**src/rtl/actor_stream_pkg.sv**
```systemverilog
// actor_stream_pkg: shared types, constants and helpers for the actor stream blocks
package actor_stream_pkg;
  localparam logic [15:0] TOKEN_COUNT = 16'h1;
  typedef enum logic {IDLE, BURST} state_t;
  function automatic logic [1:0] rr_pick(input logic [3:0] req, input logic [1:0] ptr, input int n);
    int idx;
    rr_pick = ptr;
    for (int k = 3; k >= 0; k--) begin
      idx = (int'(ptr) + k) % n;
      if (k < n && req[idx[1:0]]) rr_pick = idx[1:0];
    end
  endfunction
  function automatic int clog2(input int v);
    clog2 = 0;
    while ((1 << clog2) < v) clog2++;
  endfunction
endpackage

```
**src/rtl/actor_stream_fifo2.sv**
```systemverilog
// actor_stream_fifo2: two-entry registered token buffer with head output
module actor_stream_fifo2 #(
  parameter int DW = 16
) (
  input  logic          CLK,
  input  logic          RESET,
  input  logic          push,
  input  logic          pop,
  input  logic [DW-1:0] din,
  output logic [1:0]    fcount,
  output logic [DW-1:0] head
);
  logic [DW-1:0] tail;
  // head holds the oldest token; a pop shifts tail forward, a push fills the first free slot
  always_ff @(posedge CLK or posedge RESET)
    if (RESET) begin
      fcount <= '0;
      head   <= '0;
      tail   <= '0;
    end else begin
      if (push && (fcount == 2'd0 || (pop && fcount == 2'd1))) head <= din;
      else if (pop && fcount == 2'd2) head <= tail;
      if (push && ((fcount == 2'd1 && !pop) || (fcount == 2'd2 && pop))) tail <= din;
      fcount <= fcount + {1'b0, push} - {1'b0, pop};
    end
endmodule

```
**src/rtl/actor_stream_rr_merge.sv**
```systemverilog
// actor_stream_rr_merge: round-robin burst merge of N_IN token streams into one consumer
module actor_stream_rr_merge
  import actor_stream_pkg::*;
#(
  parameter int N_IN      = 2,
  parameter int DW        = 16,
  parameter int BURST_LEN = 512,
  parameter int BCW       = 16
) (
  input  logic               CLK,
  input  logic               RESET,
  input  logic [N_IN*DW-1:0] In_DATA,
  input  logic [N_IN*16-1:0] In_COUNT,
  input  logic [N_IN-1:0]    In_SEND,
  output logic [N_IN-1:0]    In_ACK,
  output logic [DW-1:0]      Out_DATA,
  output logic [15:0]        Out_COUNT,
  output logic               Out_SEND,
  input  logic               Out_ACK,
  input  logic               Out_RDY,
  output logic [1:0]         Grant_ID,
  output logic               Busy
);
  state_t state;
  logic [1:0] rr_ptr, pick, fcount;
  logic [BCW-1:0] bcnt;
  logic [DW-1:0] push_data;
  logic push, pop, last, unused_count;
  assign unused_count = ^In_COUNT;
  assign Out_COUNT = TOKEN_COUNT;
  assign Busy = state == BURST;
  assign pick = rr_pick(4'(In_SEND), rr_ptr, N_IN);
  assign push = |In_ACK;
  assign pop = Out_SEND & Out_ACK;
  assign Out_SEND = (fcount != 2'd0) & Out_RDY;
  assign last = bcnt == BCW'(BURST_LEN - 1);
  // Only the granted port is acknowledged, and only while the buffer has a free slot
  always_comb begin
    In_ACK = '0;
    push_data = '0;
    for (int i = 0; i < N_IN; i++) begin
      In_ACK[i] = Busy && Grant_ID == 2'(i) && In_SEND[i] && fcount != 2'd2;
      if (Grant_ID == 2'(i)) push_data = In_DATA[i*DW +: DW];
    end
  end
  // Arbitrate in IDLE, then hold the grant until BURST_LEN tokens have been taken
  always_ff @(posedge CLK or posedge RESET)
    if (RESET) begin
      state    <= IDLE;
      rr_ptr   <= '0;
      Grant_ID <= '0;
      bcnt     <= '0;
    end else if (state == IDLE) begin
      if (|In_SEND) begin
        state    <= BURST;
        Grant_ID <= pick;
        rr_ptr   <= pick == 2'(N_IN - 1) ? 2'd0 : pick + 2'd1;
        bcnt     <= '0;
      end
    end else if (push) begin
      state <= last ? IDLE : BURST;
      bcnt  <= last ? '0 : bcnt + BCW'(1);
    end
  actor_stream_fifo2 #(.DW(DW)) u_fifo (
    .CLK   (CLK),
    .RESET (RESET),
    .push  (push),
    .pop   (pop),
    .din   (push_data),
    .fcount(fcount),
    .head  (Out_DATA)
  );
endmodule

```
**config.mk**
```make
export PLATFORM = sky130hd
export DESIGN_NAME = actor_stream_rr_merge
export DESIGN_NICKNAME = d
export VERILOG_FILES = /design/src/rtl/actor_stream_pkg.sv /design/src/rtl/actor_stream_fifo2.sv /design/src/rtl/actor_stream_rr_merge.sv
export SDC_FILE = /design/constraint.sdc
export NUM_CORES = 1
export LEC_CHECK = 0
export ABC_AREA = 1
export CAP_MARGIN = 20
export CORE_ASPECT_RATIO = 0.7
export CORE_MARGIN = 1
export CORE_UTILIZATION = 27
export DETAILED_ROUTE_END_ITERATION = 8
export HOLD_SLACK_MARGIN = 0.08
export PLACE_DENSITY = 0.55
export SKIP_CTS_REPAIR_TIMING = 1
export SLEW_MARGIN = 20
export SYNTH_ARGS = -nofsm -noshare
export SYNTH_HDL_FRONTEND = slang
export SYNTH_HIERARCHICAL = 1
export SYNTH_SLANG_ARGS = --single-unit
```
**constraint.sdc**
```tcl
create_clock -name CLK -period 2.4 [get_ports CLK]
set_input_delay 0.48 -clock CLK [delete_from_list [all_inputs] [get_ports CLK]]
set_output_delay 0.48 -clock CLK [all_outputs]
set_load 0.02 [all_outputs]
```
==> flow_summary.yaml, run 1 <==
outcome:
  status: "finished clean"
route:
  wl_um: 7900
  drc_errors: 0
  wl_per_cell_um: 12.2
  ant_nets: 0
  drtIter0Drc: 173
  viasPerCell: 4.39
  dr.pass1.iters: 5
  num_vias: 2832
synth:
  async_reset_ff_share_pct: 100
  synth-edff-count: 0
  yosysWarnings: 6
  synth.distinct_cells: 30
  syn-instance-count: 430
  yosysTopAreaCell: "dfrtp_1"
  syn_avg_cell_area_um2: 7.73
  syn_area_mm2: 0.00332
  ys.flop_type: "dfrtp_1"
  ys_top_cells_by_area: "dfrtp_1 (41%), nand2_1 (17%), nand3_1 (5.6%)"
  ys_seq_area_share_pct: 40.7
  synth_top_area_share_pct: 40.7
  synth_seq_cells: 54
  synth_most_common_cell: "nand2_1"
  synth_commonest_cells: "nand2_1 (149), dfrtp_1 (54), inv_1 (43)"
min_path:
  worstHoldStart: "u_fifo/tail[11]$_DFFE_PP0P_"
  hold_class: "reg -> reg"
power:
  p_sw_share_pct: 41.4
  combPwrFrac_pct: 47.3
  p_int_w: 0.00243
  power_density_mw_per_mm2: 1000
  p_leak_nw: 2.02
  vdd_drop_max_mv: 0.318
  pwr-share-seq_pct: 34.9
  power_w: 0.00415
  p_sw_w: 0.00172
  clkPwrFrac_pct: 17.8
critical_path:
  criticalPathCategory: "in -> out"
  endpoint_kind: "primary output"
  crit_fanout: 3
  start_kind: "input port"
  critPathLaunch: "In_SEND[1]"
  arrival_ns: 1.84
  rr_startpoint: "u_fifo/fcount[1]$_DFF_PP0_"
  worstPathRequired_ns: 1.92
cells_and_area:
  final_area_mm2: 0.00414
  fillers: 1263
  seq_area_mm2: 0.00135
  multi_input_area_mm2: 0.00162
  antenna_cells: 0
  drive_above_1_share_pct: 9.63
  nets: 560
  final_util_pct: 35.0
  area_growth_pct: 24.7
grt:
  antenna_found_initial: 0
  grt_pass1_vias: 2621
  grt_remaining_overflow: 0
  grt_max_degree: 35
  grt_usage_pct: 13.2
  grt_pass1_wl_um: 13100
timing:
  setup_viol_count_final: 0
  slew_headroom_pct: 53.6
  maxSlewViolCount: 0
  hold_viol: 0
  rsz0062_at_grt: "false"
  worst_slew_pin_slew_ns: 0.695
  min_period_over_period_pct: 96.5
  hold_ws_ns: 0.472
  fin_skew_ns: 0.00279
  max_freq_ghz: 0.432
  finalSetupTns_ns: 0
  period_minus_slack_ns: 2.32
floorplan:
  dieArea_mm2: 0.0128
  die_x_um: 135
  design.core.area_mm2: 0.0119
  rows: 33
  die_h_um: 94.8
  ios: 108
  initial_core_util_pct: 28.0
clocking:
  clock_latency_ns: 0.29
  numClockSinks: 54
  cts_root_buf: "clkbuf_16"
  cts_tree: "built"
  path_clk_slew_ns: 0.07
  cts.path.max_buffers: 2
  htreeDepth: 2
  tritoncts.num_buffers: 5
placement:
  dpl.hpwl_um: 5770
  io_buffer_count: 59
  gp_congestion: 0.798
  dpl_cell_area_mm2: 0.00400
flow_run:
  maxCapViolCount: 0
-- final cells by class --
class / count / share of cell area (%)
well taps: 157 / 4.74
repair buffers: 68 / 15.9
clock inverters: 1 / 0.121
flip-flops and latches: 54 / 32.6
inverters: 46 / 4.17
multi-input cells: 312 / 39.0
clock buffers: 7 / 3.44
-- power by group through the flow --
stage / Sequential (W) / Clock, W / Combinational [W]
final: 0.00145 / 0.000741 / 0.00196
after global routing: 0.00150 / 0.000801 / 0.00218
after CTS: 0.00145 / 0.000768 / 0.00200
after detailed placement: 0.00147 / 0 / 0.00199
after global placement: 0.00146 / 0 / 0.00196
after floorplan: 0.00161 / 0 / 0.00120
-- flip-flops by register name (all words and copies together) (netlist names) --
register / count
Busy: 1
Grant_ID: 2
bcnt: 16
rr_ptr: 1
u_fifo/fcount: 2
u_fifo/head: 16
u_fifo/tail: 16
-- stage by stage --
stage / worst slack (ns) / std cells
4_1_cts: 0.0680 / 645
6_report: 0.0834 / 645
3_3_place_gp: 0.0693 / 637
2_1_floorplan: 0.547 / 444
5_1_grt: 0.00156 / 645
3_5_place_dp: 0.0492 / 637
-- cells by family (layout without fill, tap and decap cells) --
kind of cell               after synthesis  after routing  synth area share [%]
and+or+nand+nor                        244            244                  34.0
buffers and inverters                   78            122                  12.2
DFF                                     54             54                  40.7
AOI/OAI and AO/OA                       42             42                  9.94
xor gates and xnor gates                 7              7                  1.84
adders and majority gates                3              3                  1.13
other                                    2             16                 0.226
-- path summary, 6_finish.rpt --
path                       slack, ns  depth (start not counted)                          end
setup / recovery                0.08                          6                    In_ACK[1]
hold / removal                  0.47                          2  u_fifo/tail[11]$_DFFE_PP0P_
setup reg to reg                0.34                          8  u_fifo/head[14]$_DFFE_PP0P_
hold reg to reg                 0.47                          2  u_fifo/tail[11]$_DFFE_PP0P_
max in group asynchronous       1.45                          3  u_fifo/tail[10]$_DFFE_PP0P_
min in group asynchronous       0.56                          3          bcnt[8]$_DFFE_PP0P_
-- layer usage --
metal | vias up | global-route usage, % | part of all wire (%)
met5 | - | 0 | 0
met4 | 0 | 4.49 | 1.2
met3 | 6 | 1.72 | 3.2
met2 | 54 | 19.7 | 41
met1 | 1323 | 19.5 | 54
li1 | 1449 | - | -
-- cells in the final DEF, fill, tap and decap left out, drive strengths merged --
cell           instances
nand3b                18
inv                   46
and2                   1
nand4                  3
a22o                  16
xnor2                  4
nor2                  27
clkinv                 1
ha                     3
dfrtp                 54
clkbuf                 7
o21ai                 23
nand2                154
or2                    1
buf                    9
xor2                   3
o211ai                 2
nand3                 40
conb                  16
clkdlybuf4s50         59
o21a                   1
-- worst max-delay path, stage by stage --
cell	delay [ns]
clkdlybuf4s50_1	0.50
nand2_1	0.06
inv_1	0.06
nand3_2	0.08
inv_1	0.06
clkdlybuf4s50_1	0.59
Note: power is estimated with default switching activity, not from simulation.
==> inputs of run 2 (changes only) <==
--- a/config.mk
+++ b/config.mk
@@ -9,10 +9,10 @@
 export CAP_MARGIN = 20
 export CORE_ASPECT_RATIO = 0.7
 export CORE_MARGIN = 1
-export CORE_UTILIZATION = 27
+export CORE_UTILIZATION = 47
 export DETAILED_ROUTE_END_ITERATION = 8
 export HOLD_SLACK_MARGIN = 0.08
-export PLACE_DENSITY = 0.55
+export PLACE_DENSITY = 0.84
 export SKIP_CTS_REPAIR_TIMING = 1
 export SLEW_MARGIN = 20
 export SYNTH_ARGS = -nofsm -noshare
==> flow_summary.yaml, run 2 (synthesized netlist as in run 1, its figures left out) <==
timing:
  slew_headroom_pct: 56.5
  period_minus_slack_ns: 2.33
  rsz0062_at_grt: "false"
  fin_skew_ns: 0.0132
  fin_ws_ns: 0.0674
  hold_viol: 0
  setup_viol_count_final: 0
  max_freq_ghz: 0.429
  finalSetupTns_ns: 0
  hold_ws_ns: 0.483
  worst_slew_pin_slew_ns: 0.651
  min_period_over_period_pct: 97.2
  maxSlewViolCount: 0
power:
  p_leak_nw: 1.99
  p_sw_share_pct: 43.5
  pwr-share-seq_pct: 36.8
  combPwrFrac_pct: 50.2
  vdd_drop_max_mv: 0.604
  p_int_w: 0.00223
  power_density_mw_per_mm2: 987
  p_sw_w: 0.00172
  clkPwrFrac_pct: 13.0
grt:
  grt_pass1_wl_um: 12400
  met2_usage_pct: 32.7
  use_met3_pct: 4.62
  grt-busiest-layer: "met2"
  grt_remaining_overflow: 0
  gr-usage-met1_pct: 31.2
  grt_usage_pct: 21.6
  grt_pass1_vias: 2648
  grt_max_degree: 35
  antenna_found_initial: 0
floorplan:
  die_x_um: 103
  die_h_um: 72.4
  design.core.area_mm2: 0.00679
  initial_core_util_pct: 49.0
  dieArea_mm2: 0.00742
  ios: 108
  rows: 25
route:
  dr.pass1.iters: 4
  wl_per_cell_um: 12.9
  wl_um: 7490
  num_vias: 2927
  drc_errors: 0
  ant_nets: 0
  viasPerCell: 5.03
  drtIter0Drc: 193
critical_path:
  critPathLaunch: "In_SEND[0]"
  arrival_ns: 1.85
  cpPeakStageDelay_ns: 0.59
  endpoint_kind: "primary output"
  criticalPathCategory: "in -> out"
  rr_startpoint: "u_fifo/fcount[1]$_DFF_PP0_"
  crit_fanout: 3
  worst_r2r_path_depth: 9
  reg2reg_slack_ns: 0.47
  worst_path_max_delay_cell: "clkdlybuf4s50_1"
  reg2reg_to: "u_fifo/head[15]$_DFFE_PP0P_"
  start_kind: "input port"
  path_cells: "clkdlybuf4s50_1, nand2_1, inv_1, nand3_2, inv_1, clkdlybuf4s50_1"
  worstPathRequired_ns: 1.92
  crit_family: "buffers and inverters"
  crit_buf_inv: 4
cells_and_area:
  final_common_cell: "nand2_1"
  reg_top3: "bcnt x16, u_fifo/head x16, u_fifo/tail x16"
  drive_above_1_share_pct: 10.0
  area_growth_pct: 20.6
  final_util_pct: 59.1
  layout_common_cells: "nand2_1 (149), clkdlybuf4s50_1 (59), dfrtp_1 (53), inv_1 (43), nand3_1 (37)"
  nets: 560
  antenna_cells: 0
min_path:
  worstHoldStart: "u_fifo/tail[9]$_DFFE_PP0P_"
  hold_end: "u_fifo/tail[9]$_DFFE_PP0P_"
  hold_path_depth: 2
  hold_class: "reg -> reg"
clocking:
  path_clk_slew_ns: 0.10
  clock_latency_ns: 0.32
  cts_tree: "built"
  cts_root_buf: "clkbuf_8"
  tritoncts.num_buffers: 5
  cts.path.max_buffers: 2
  htreeDepth: 2
  numClockSinks: 54
placement:
  dpl.hpwl_um: 5630
  gp_congestion: 0.837
  place_ws_ns: 0.0611
  io_buffer_count: 59
flow_run:
  maxCapViolCount: 0
outcome:
  status: "finished clean"
## run 2: cell count changes in the layout (fill, tap and decap cells not counted), sizes merged
cell and change:
clkbuf -2, clkinv +1, clkinvlp +1
## run 2: per-layer routing
layer / wire, µm / vias up
li1: - / 1440
met1: 3530 / 1402
met2: 3420 / 78
met3: 472 / 7
met4: 67 / 0
met5: 0 / -
## run 2: cell type report
class / count / area [µm²]
clock buffer: 5 / 68.8
clock inverter: 3 / 21.3
fill: 622 / 2780
inverter: 46 / 173
multi-input combinational: 312 / 1620
sequential: 54 / 1350
tap: 94 / 118
timing repair buffer: 68 / 658
## run 2: stage by stage
step | total power, W | cells | area (µm²)
after floorplan | 0.00280 | 444 | 3380
after global placement | 0.00335 | 574 | 3920
after detailed placement | 0.00345 | 574 | 3920
after CTS | 0.00397 | 582 | 4010
after global routing | 0.00425 | 582 | 4010
final | 0.00396 | 582 | 4010
## run 2: worst register-to-register path: stages (launching register included)
cell,delay [ns]
dfrtp_1,0.54
nand2_1,0.23
nand3_2,0.15
nand2_2,0.11
inv_2,0.10
nor2_4,0.05
nand2_4,0.34
o21ai_0,0.18
nand2_1,0.09
nand2_1,0.05
## run 2: worst max-delay path by stage
stage / end / cells past startpoint
after CTS: In_ACK[0] / 6
after global placement: In_ACK[1] / 6
after global routing: In_ACK[0] / 4
after floorplan: u_fifo/fcount[1]$_DFF_PP0_ / 10
final: In_ACK[0] / 6
after detailed placement: In_ACK[0] / 6
## run 2: power by group through the flow
stage | logic [W] | registers, W | clock network (W)
floorplan | 0.00120 | 0.00161 | 0
global placement | 0.00190 | 0.00144 | 0
detailed placement | 0.00198 | 0.00147 | 0
CTS | 0.00199 | 0.00145 | 0.000534
global route | 0.00218 | 0.00149 | 0.000569
finish | 0.00199 | 0.00145 | 0.000515
